File: src/rtl/mem_port_arbiter_pkg.sv
// Shared types and constants for the IF/MEM memory-port arbiter.
// Build option: define ARB_TIMEOUT_EN to enable the bus-timeout counter.
package mem_port_arbiter_pkg;

  typedef enum logic [1:0] {
    ST_IDLE = 2'd0,
    ST_BUSY = 2'd1,
    ST_DONE = 2'd2
  } state_t;

  typedef enum logic {
    GRANT_INST = 1'b0,
    GRANT_DATA = 1'b1
  } grant_t;

  localparam logic RST_ENABLE    = 1'b1;
  localparam int   TIMEOUT_CNT_W = 16;

endpackage

File: src/rtl/mem_port_arbiter_timeout_cnt.sv
// Busy-cycle counter for the arbiter; flags expiry in the cycle that reaches the limit.
// Instantiated only when ARB_TIMEOUT_EN is defined.
module arb_timeout_cnt
  import mem_port_arbiter_pkg::*;
#(
  parameter int CNT_W = TIMEOUT_CNT_W,
  parameter int LIMIT = 255
) (
  input  logic clk,
  input  logic rst,
  input  logic clear,
  input  logic enable,
  output logic expired
);

  localparam logic [CNT_W-1:0] LAST = CNT_W'(LIMIT - 1);

  logic [CNT_W-1:0] cnt;

  always_ff @(posedge clk) begin
    if (rst == RST_ENABLE || clear) begin
      cnt <= '0;
    end else if (enable && cnt != '1) begin
      cnt <= cnt + 1'b1;
    end
  end

  // cnt holds the stalled cycles already seen, so this cycle is number cnt+1
  assign expired = enable && (cnt == LAST);

endmodule

File: src/rtl/mem_port_arbiter.sv
// Shares one memory port between OpenMIPS IF and MEM with req/ack handshakes.
// Build option: ARB_TIMEOUT_EN adds a busy timeout that aborts with bus_err.
module mem_port_arbiter
  import mem_port_arbiter_pkg::*;
#(
  parameter int ADDR_W         = 32,
  parameter int DATA_W         = 32,
  parameter int TIMEOUT_CYCLES = 255
) (
  input  logic                clk,
  input  logic                rst,
  input  logic                inst_req,
  input  logic [ADDR_W-1:0]   inst_addr,
  output logic [DATA_W-1:0]   inst_rdata,
  output logic                inst_ack,
  input  logic                data_req,
  input  logic                data_we,
  input  logic [ADDR_W-1:0]   data_addr,
  input  logic [DATA_W-1:0]   data_wdata,
  input  logic [DATA_W/8-1:0] data_sel,
  output logic [DATA_W-1:0]   data_rdata,
  output logic                data_ack,
  output logic                mem_req,
  output logic                mem_we,
  output logic [ADDR_W-1:0]   mem_addr,
  output logic [DATA_W-1:0]   mem_wdata,
  output logic [DATA_W/8-1:0] mem_sel,
  input  logic [DATA_W-1:0]   mem_rdata,
  input  logic                mem_ack,
  output logic                stallreq_if,
  output logic                stallreq_mem,
  output logic                bus_err
);

  localparam int SEL_W = DATA_W / 8;

  state_t              state, state_n;
  grant_t              last_grant, last_n;
  logic                mem_req_n, mem_we_n;
  logic [ADDR_W-1:0]   mem_addr_n;
  logic [DATA_W-1:0]   mem_wdata_n;
  logic [SEL_W-1:0]    mem_sel_n;
  logic [DATA_W-1:0]   inst_rdata_n, data_rdata_n;
  logic                inst_ack_n, data_ack_n, bus_err_n;
  logic                grant_now, timeout_hit;

`ifdef ARB_TIMEOUT_EN
  arb_timeout_cnt #(
    .CNT_W (TIMEOUT_CNT_W),
    .LIMIT (TIMEOUT_CYCLES)
  ) u_timeout (
    .clk     (clk),
    .rst     (rst),
    .clear   (grant_now),
    .enable  (state == ST_BUSY && !mem_ack),
    .expired (timeout_hit)
  );
`else
  assign timeout_hit = 1'b0;
`endif

  always_ff @(posedge clk) begin
    if (rst == RST_ENABLE) begin
      state <= ST_IDLE;
    end else begin
      state <= state_n;
    end
  end

  always_comb begin
    state_n      = state;
    last_n       = last_grant;
    mem_req_n    = mem_req;
    mem_we_n     = mem_we;
    mem_addr_n   = mem_addr;
    mem_wdata_n  = mem_wdata;
    mem_sel_n    = mem_sel;
    inst_rdata_n = inst_rdata;
    data_rdata_n = data_rdata;
    inst_ack_n   = 1'b0;
    data_ack_n   = 1'b0;
    bus_err_n    = 1'b0;
    grant_now    = 1'b0;
    case (state)
      ST_IDLE: begin
        // Data wins a tie unless it was served last, so neither side starves
        if (data_req && (!inst_req || last_grant == GRANT_INST)) begin
          grant_now   = 1'b1;
          last_n      = GRANT_DATA;
          mem_req_n   = 1'b1;
          mem_we_n    = data_we;
          mem_addr_n  = data_addr;
          mem_wdata_n = data_wdata;
          mem_sel_n   = data_sel;
          state_n     = ST_BUSY;
        end else if (inst_req) begin
          grant_now   = 1'b1;
          last_n      = GRANT_INST;
          mem_req_n   = 1'b1;
          mem_we_n    = 1'b0;
          mem_addr_n  = inst_addr;
          mem_wdata_n = '0;
          mem_sel_n   = '1;
          state_n     = ST_BUSY;
        end
      end
      ST_BUSY: begin
        // A real completion takes precedence over a timeout in the same cycle
        if (mem_ack || timeout_hit) begin
          mem_req_n = 1'b0;
          state_n   = ST_DONE;
          bus_err_n = !mem_ack;
          if (last_grant == GRANT_DATA) begin
            data_rdata_n = mem_ack ? mem_rdata : '0;
            data_ack_n   = 1'b1;
          end else begin
            inst_rdata_n = mem_ack ? mem_rdata : '0;
            inst_ack_n   = 1'b1;
          end
        end
      end
      ST_DONE: state_n = ST_IDLE;
      default: state_n = ST_IDLE;
    endcase
  end

  always_ff @(posedge clk) begin
    if (rst == RST_ENABLE) begin
      last_grant <= GRANT_INST;
      mem_req    <= 1'b0;
      mem_we     <= 1'b0;
      mem_addr   <= '0;
      mem_wdata  <= '0;
      mem_sel    <= '0;
      inst_rdata <= '0;
      data_rdata <= '0;
      inst_ack   <= 1'b0;
      data_ack   <= 1'b0;
      bus_err    <= 1'b0;
    end else begin
      last_grant <= last_n;
      mem_req    <= mem_req_n;
      mem_we     <= mem_we_n;
      mem_addr   <= mem_addr_n;
      mem_wdata  <= mem_wdata_n;
      mem_sel    <= mem_sel_n;
      inst_rdata <= inst_rdata_n;
      data_rdata <= data_rdata_n;
      inst_ack   <= inst_ack_n;
      data_ack   <= data_ack_n;
      bus_err    <= bus_err_n;
    end
  end

  assign stallreq_if  = inst_req & ~inst_ack;
  assign stallreq_mem = data_req & ~data_ack;

endmodule

File: config.mk
export PLATFORM = sky130hd
export DESIGN_NAME = mem_port_arbiter
export DESIGN_NICKNAME = d
export VERILOG_FILES = /design/src/rtl/mem_port_arbiter_pkg.sv /design/src/rtl/mem_port_arbiter_timeout_cnt.sv /design/src/rtl/mem_port_arbiter.sv
export SDC_FILE = /design/constraint.sdc
export NUM_CORES = 1
export LEC_CHECK = 0
export BUFFER_PORTS_ARGS = -buffer_cell sky130_fd_sc_hd__buf_4
export CAP_MARGIN = 30
export CORE_MARGIN = 3
export CORE_UTILIZATION = 45
export DETAILED_ROUTE_END_ITERATION = 7
export GPL_ROUTABILITY_DRIVEN = 0
export GPL_TIMING_DRIVEN = 0
export PLACE_DENSITY_LB_ADDON = 0.15
export SYNTH_ARGS = -nofsm -noshare
export SYNTH_HDL_FRONTEND = slang
export SYNTH_SLANG_ARGS = --single-unit
File: constraint.sdc
create_clock -name clk -period 1.9 [get_ports clk]
set_input_delay 0.19 -clock clk [delete_from_list [all_inputs] [get_ports clk]]
set_output_delay 0.19 -clock clk [all_outputs]
set_load 0.005 [all_outputs]
## After elaboration in Yosys (flattened, before gate mapping)

Index checks and enable logic that the tools add are counted.

- Flip-flop bits (word level): 140
- Input bits: 138
- Output and inout port bits: 139
- Logic and storage cells: 54

- Equality and inequality tests: 3
- Mux-type cells: 19
- Bitwise operators: 7
- Reductions and logical operators: 13

Operator list:

| operator | count |
|---|---|
| 32-bit two-way mux | 4 |
| 3-bit AND reduction | 3 |
| 1-bit two-way mux | 8 |
| 4-bit two-way mux | 2 |
| 2-bit two-way mux | 3 |
| 1-bit NOT | 5 |
| 2-bit case mux with 2 select lines | 1 |
| 2-bit AND reduction | 2 |
| 2-bit nonzero test | 2 |
| 3-bit inequality test (second input constant) | 1 |
| 3-bit OR reduction | 1 |
| 1-bit bitwise AND | 2 |
| 2-bit by 1-bit == test with 1-bit output (second input constant) | 1 |
| 1-bit zero test | 2 |
| 2-bit zero test | 1 |
| 2-bit inequality test (second input constant) | 1 |
| 1-bit case mux with 2 select lines | 1 |
| 1-bit logical AND | 1 |
| 1-bit logical OR | 1 |

## Depth between registers and ports, before layout

- Depth after elaboration: 5
- Depth in mapped cells: 6
- Depth with buffers taken out: 3

## Worst setup path after synthesis

Ideal clock, no wire load.

- Path kind: register -> register
- Start point: register state[0]
- End point: register mem_addr[24]
- Setup time: 0.133 ns
- Arrival time: 1.160 ns
- Required time: 1.767 ns
- Path slack: 0.606 ns
- Cell stages (with the launch flop): 6
- Buffers on the path: 2
- Clock period less this slack: 1.294 ns
- Path through: dfxtp_1 or2_1 buf_2 nor2_4 buf_2 a311oi_1

- Word-level cells in the longest chain between the ends: 2

Ends and longest elaborated chain:

| what | line | source |
|---|---|---|
| start: declaration | mem_port_arbiter.sv:37 | `state_t state, state_n;` |
| start signal: assignment | mem_port_arbiter.sv:66 | `state <= state_n;` |
| 2-bit zero test | mem_port_arbiter.sv:84 | `case (state)` |
| 2-bit AND reduction (no line) | - |  |
| end signal: assignment | mem_port_arbiter.sv:144 | `mem_addr <= mem_addr_n;` |
| end: declaration | mem_port_arbiter.sv:25 | `output logic [ADDR_W-1:0] mem_addr,` |

No other way between the ends.
A chain may end at the register's enable or synchronous reset.

## Worst setup path in the final report

- Start point: register state[0]
- End point: register mem_wdata[7]

- Word-level cells in the longest chain between the ends: 2

Ends and longest elaborated chain:

| what | line | source |
|---|---|---|
| 2-bit zero test | mem_port_arbiter.sv:84 |  |
| 2-bit AND reduction (no line) | - |  |
| end signal: assignment | mem_port_arbiter.sv:145 | `mem_wdata <= mem_wdata_n;` |
| end: declaration | mem_port_arbiter.sv:26 | `output logic [DATA_W-1:0] mem_wdata,` |

No other way between the ends.

==> results.toml <==
[hold_path]
hold_path.class = "input port to flip-flop"

[logic_synthesis]
synth_compound_area_share_pct = 22.0
avgSynthCellArea_um2 = 8.14
synth_top_area_cell = "dfxtp_1"
ys_types = 28
synth_top_family_by_area = "compound AO/OA/AOI/OAI gates"
synth_nets = 794
synth_seq_cells = 140
yosys.area_share.simple_pct = 19.8
synthXorXnorAreaFrac_pct = 0
muxShareOfSynthArea_pct = 0
synth_top_area_share_pct = 52.5
syn-cell-area_mm2 = 0.00534
synthTopCellsByArea = "dfxtp_1, nand2_1, a21oi_1"
yosysWarnings = 0
synth_fa_ha_area_share_pct = 0
postSynthCellCount = 656
seq_area_frac_synth_pct = 52.5

[timing]
setup_viol = 0
finClkSkew_ps = 5.00
slew_headroom_pct = 62.6
max_freq_mhz = 616
rsz0062_at_grt = "false"
fin_crit_sh_pct = 85.4
max_slew.worst_pin.slew_ps = 561
fin_setup_tns_ps = 0
final-hold-violation-count = 0
drv_slew = 0
fin_crit_ps = 1620

[setup_path]
worstPathCellList = "nor2_1 -> buf_2 -> buf_2 -> nand4_1 -> a21oi_1"
cp_slowest_cell = "dfxtp_1"
required_ps = 2230
cp-end-kind = "flip-flop"
path_class = "flip-flop to flip-flop"
cp-start-kind = "flip-flop"
cpPeakStageDelay_ps = 360
crit_fanout = 10
worstPathArrival_ps = 1950
path_common_cell = "buf_2"

[global_route]
grt.total_usage_pct = 26.7
grt_pass1_wl_um = 28000
first_global_vias = 5753
grt_antenna_before_repair = 0
gr-total-overflow = 0
grt_max_degree = 17

[power_and_ir_drop]
leakage_uw = 0.00352
power.density_mw_per_mm2 = 920
p_sw_uw = 1870
power.share.clock_pct = 40.7
pwr-share-seq_pct = 43.2
intPower_uw = 5600
switching_share_pct = 25.0
pwr-share-comb_pct = 16.0
irDropWorstVdd_uv = 523

[placement]
dpl.cell_count = 1074
dp_hpwl_um = 14000
portBuffers = 275

[clock_tree]
cts-hold-fix-buffers = 0
post_cts_buffers = 0
cts_tree = "yes"
cts_buffers = 17
cts_resized = 0
clkTransAtPathRegs_ps = 60
clkSinkCount = 140
cts-htree-levels = 4
clk_latency_ps = 410
clock-root-buffer = "clkbuf_16"
clk_path_buf_depth = 2

[layout]
finalNetCount = 1088
final_cell_count_no_fill = 1103
multiInputGateArea_mm2 = 0.00224
areaGrowthSynthToFinish_pct = 52.1
seqCellArea_mm2 = 0.00280
drive_above_1_share_pct = 35.3
antennaDiodeCount = 0
fin_util_pct = 70.6
layout.cells.most_common_list = "buf_4, nand2_1, dfxtp_1, a21oi_1, clkbuf_1"
layout_commonest_cell = "buf_4"
fillers = 968

[routing]
drc = 0
drt_wl_total_um = 18400
drt_iter0_drc = 421
via_per_inst = 5.40
vias = 5957
ant_nets = 0
wl_per_cell_um = 16.7
drtPass1Iterations = 5

[floorplan]
die_y_um = 115
fp-row-count = 39
fp.dieW_um = 115
dieArea_mm2 = 0.0132
start_util_pct = 46.4
ios = 277
core_mm2 = 0.0115

[outcome]
status = "complete, no violations"

[flow_run]
drv_cap = 0
==> worst max-delay path: cells and delay by family (launching register included) <==
kind	cells	cell delay, ps
buf+inv	2	550
simple gates	2	420
flops	1	360
compound gates	1	200
==> synthesized netlist by cell type <==
library cell  count
buf_1             1
a21oi_1         132
inv_1             1
a21bo_2           1
o21ai_0          26
and4b_1           1
nand4bb_1         1
nor2b_1           2
nor2_1            4
conb_1            1
nand4b_1          1
a21boi_2          1
nand4_1          33
buf_2            21
nand3_1           1
o21ai_1           8
buf_4             7
nor2_4            1
nor4bb_1          1
nor2_2            1
or2_1             2
clkbuf_1         36
or3b_2            1
o221a_2           4
a311oi_1         32
dfxtp_1         140
nand3b_1          1
nand2_1         195
==> final timing paths <==
| path | start | slack (ps) | cells after the start | endpoint |
|---|---|---|---|---|
| worst min-delay path | mem_rdata[19] | 30 | 3 | data_rdata[19]$_SDFFE_PP0P_ |
| worst max-delay path | state[0]$_SDFFE_PP0P_ | 280 | 5 | mem_wdata[7]$_SDFFE_PP0P_ |
| worst min register to register | inst_rdata[29]$_SDFFE_PP0P_ | 450 | 2 | inst_rdata[29]$_SDFFE_PP0P_ |
| worst max register to register | state[0]$_SDFFE_PP0P_ | 280 | 5 | mem_wdata[7]$_SDFFE_PP0P_ |
==> power by group through the flow <==
stage	sequential, µW	clock (µW)	combinational (µW)
4_1_cts	3230	3080	1200
2_1_floorplan	3290	0	507
3_5_place_dp	3290	0	1200
5_1_grt	3250	3220	1320
6_report	3230	3040	1200
3_3_place_gp	3280	0	1170
==> through the flow <==
step	setup slack [ps]	cell area (µm²)	total power, µW	hold WS [ps]
after floorplan	606	5340	3790	326
after global placement	287	7580	4450	442
after detailed placement	261	7580	4490	447
after CTS	258	8130	7510	22.4
after global routing	151	8130	7780	22.8
final	278	8130	7470	34.7
==> registers in the layout, summed over array words and instances (netlist names) <==
register	flops
last_grant	1
inst_rdata	32
mem_wdata	32
mem_sel	4
state	2
mem_req	1
data_rdata	32
bus_err	1
inst_ack	1
mem_addr	32
mem_we	1
data_ack	1
==> cell type report <==
type,count,area share (%)
plain buffers,65,3.65
clock inverters,7,0.831
repair buffers,275,25.4
well taps,143,2.20
inverters,1,0.0462
multi-input cells,450,27.5
clock buffers,22,5.84
flip-flops and latches,140,34.5
==> layer usage <==
metal / vias up / track usage [%] / share of wire [%]
li1: 2863 / - / -
met1: 2764 / 29.6 / 38
met2: 286 / 47.3 / 51
met3: 44 / 7.68 / 8.2
met4: 0 / 12.2 / 3.3
met5: - / 0 / 0
==> logic make-up after synthesis <==
kind of cell    count (synthesis)
buf+inv                        66
simple gates                  245
other cells                     1
flops                         140
compound gates                204
(Power assumes the default switching activity.)
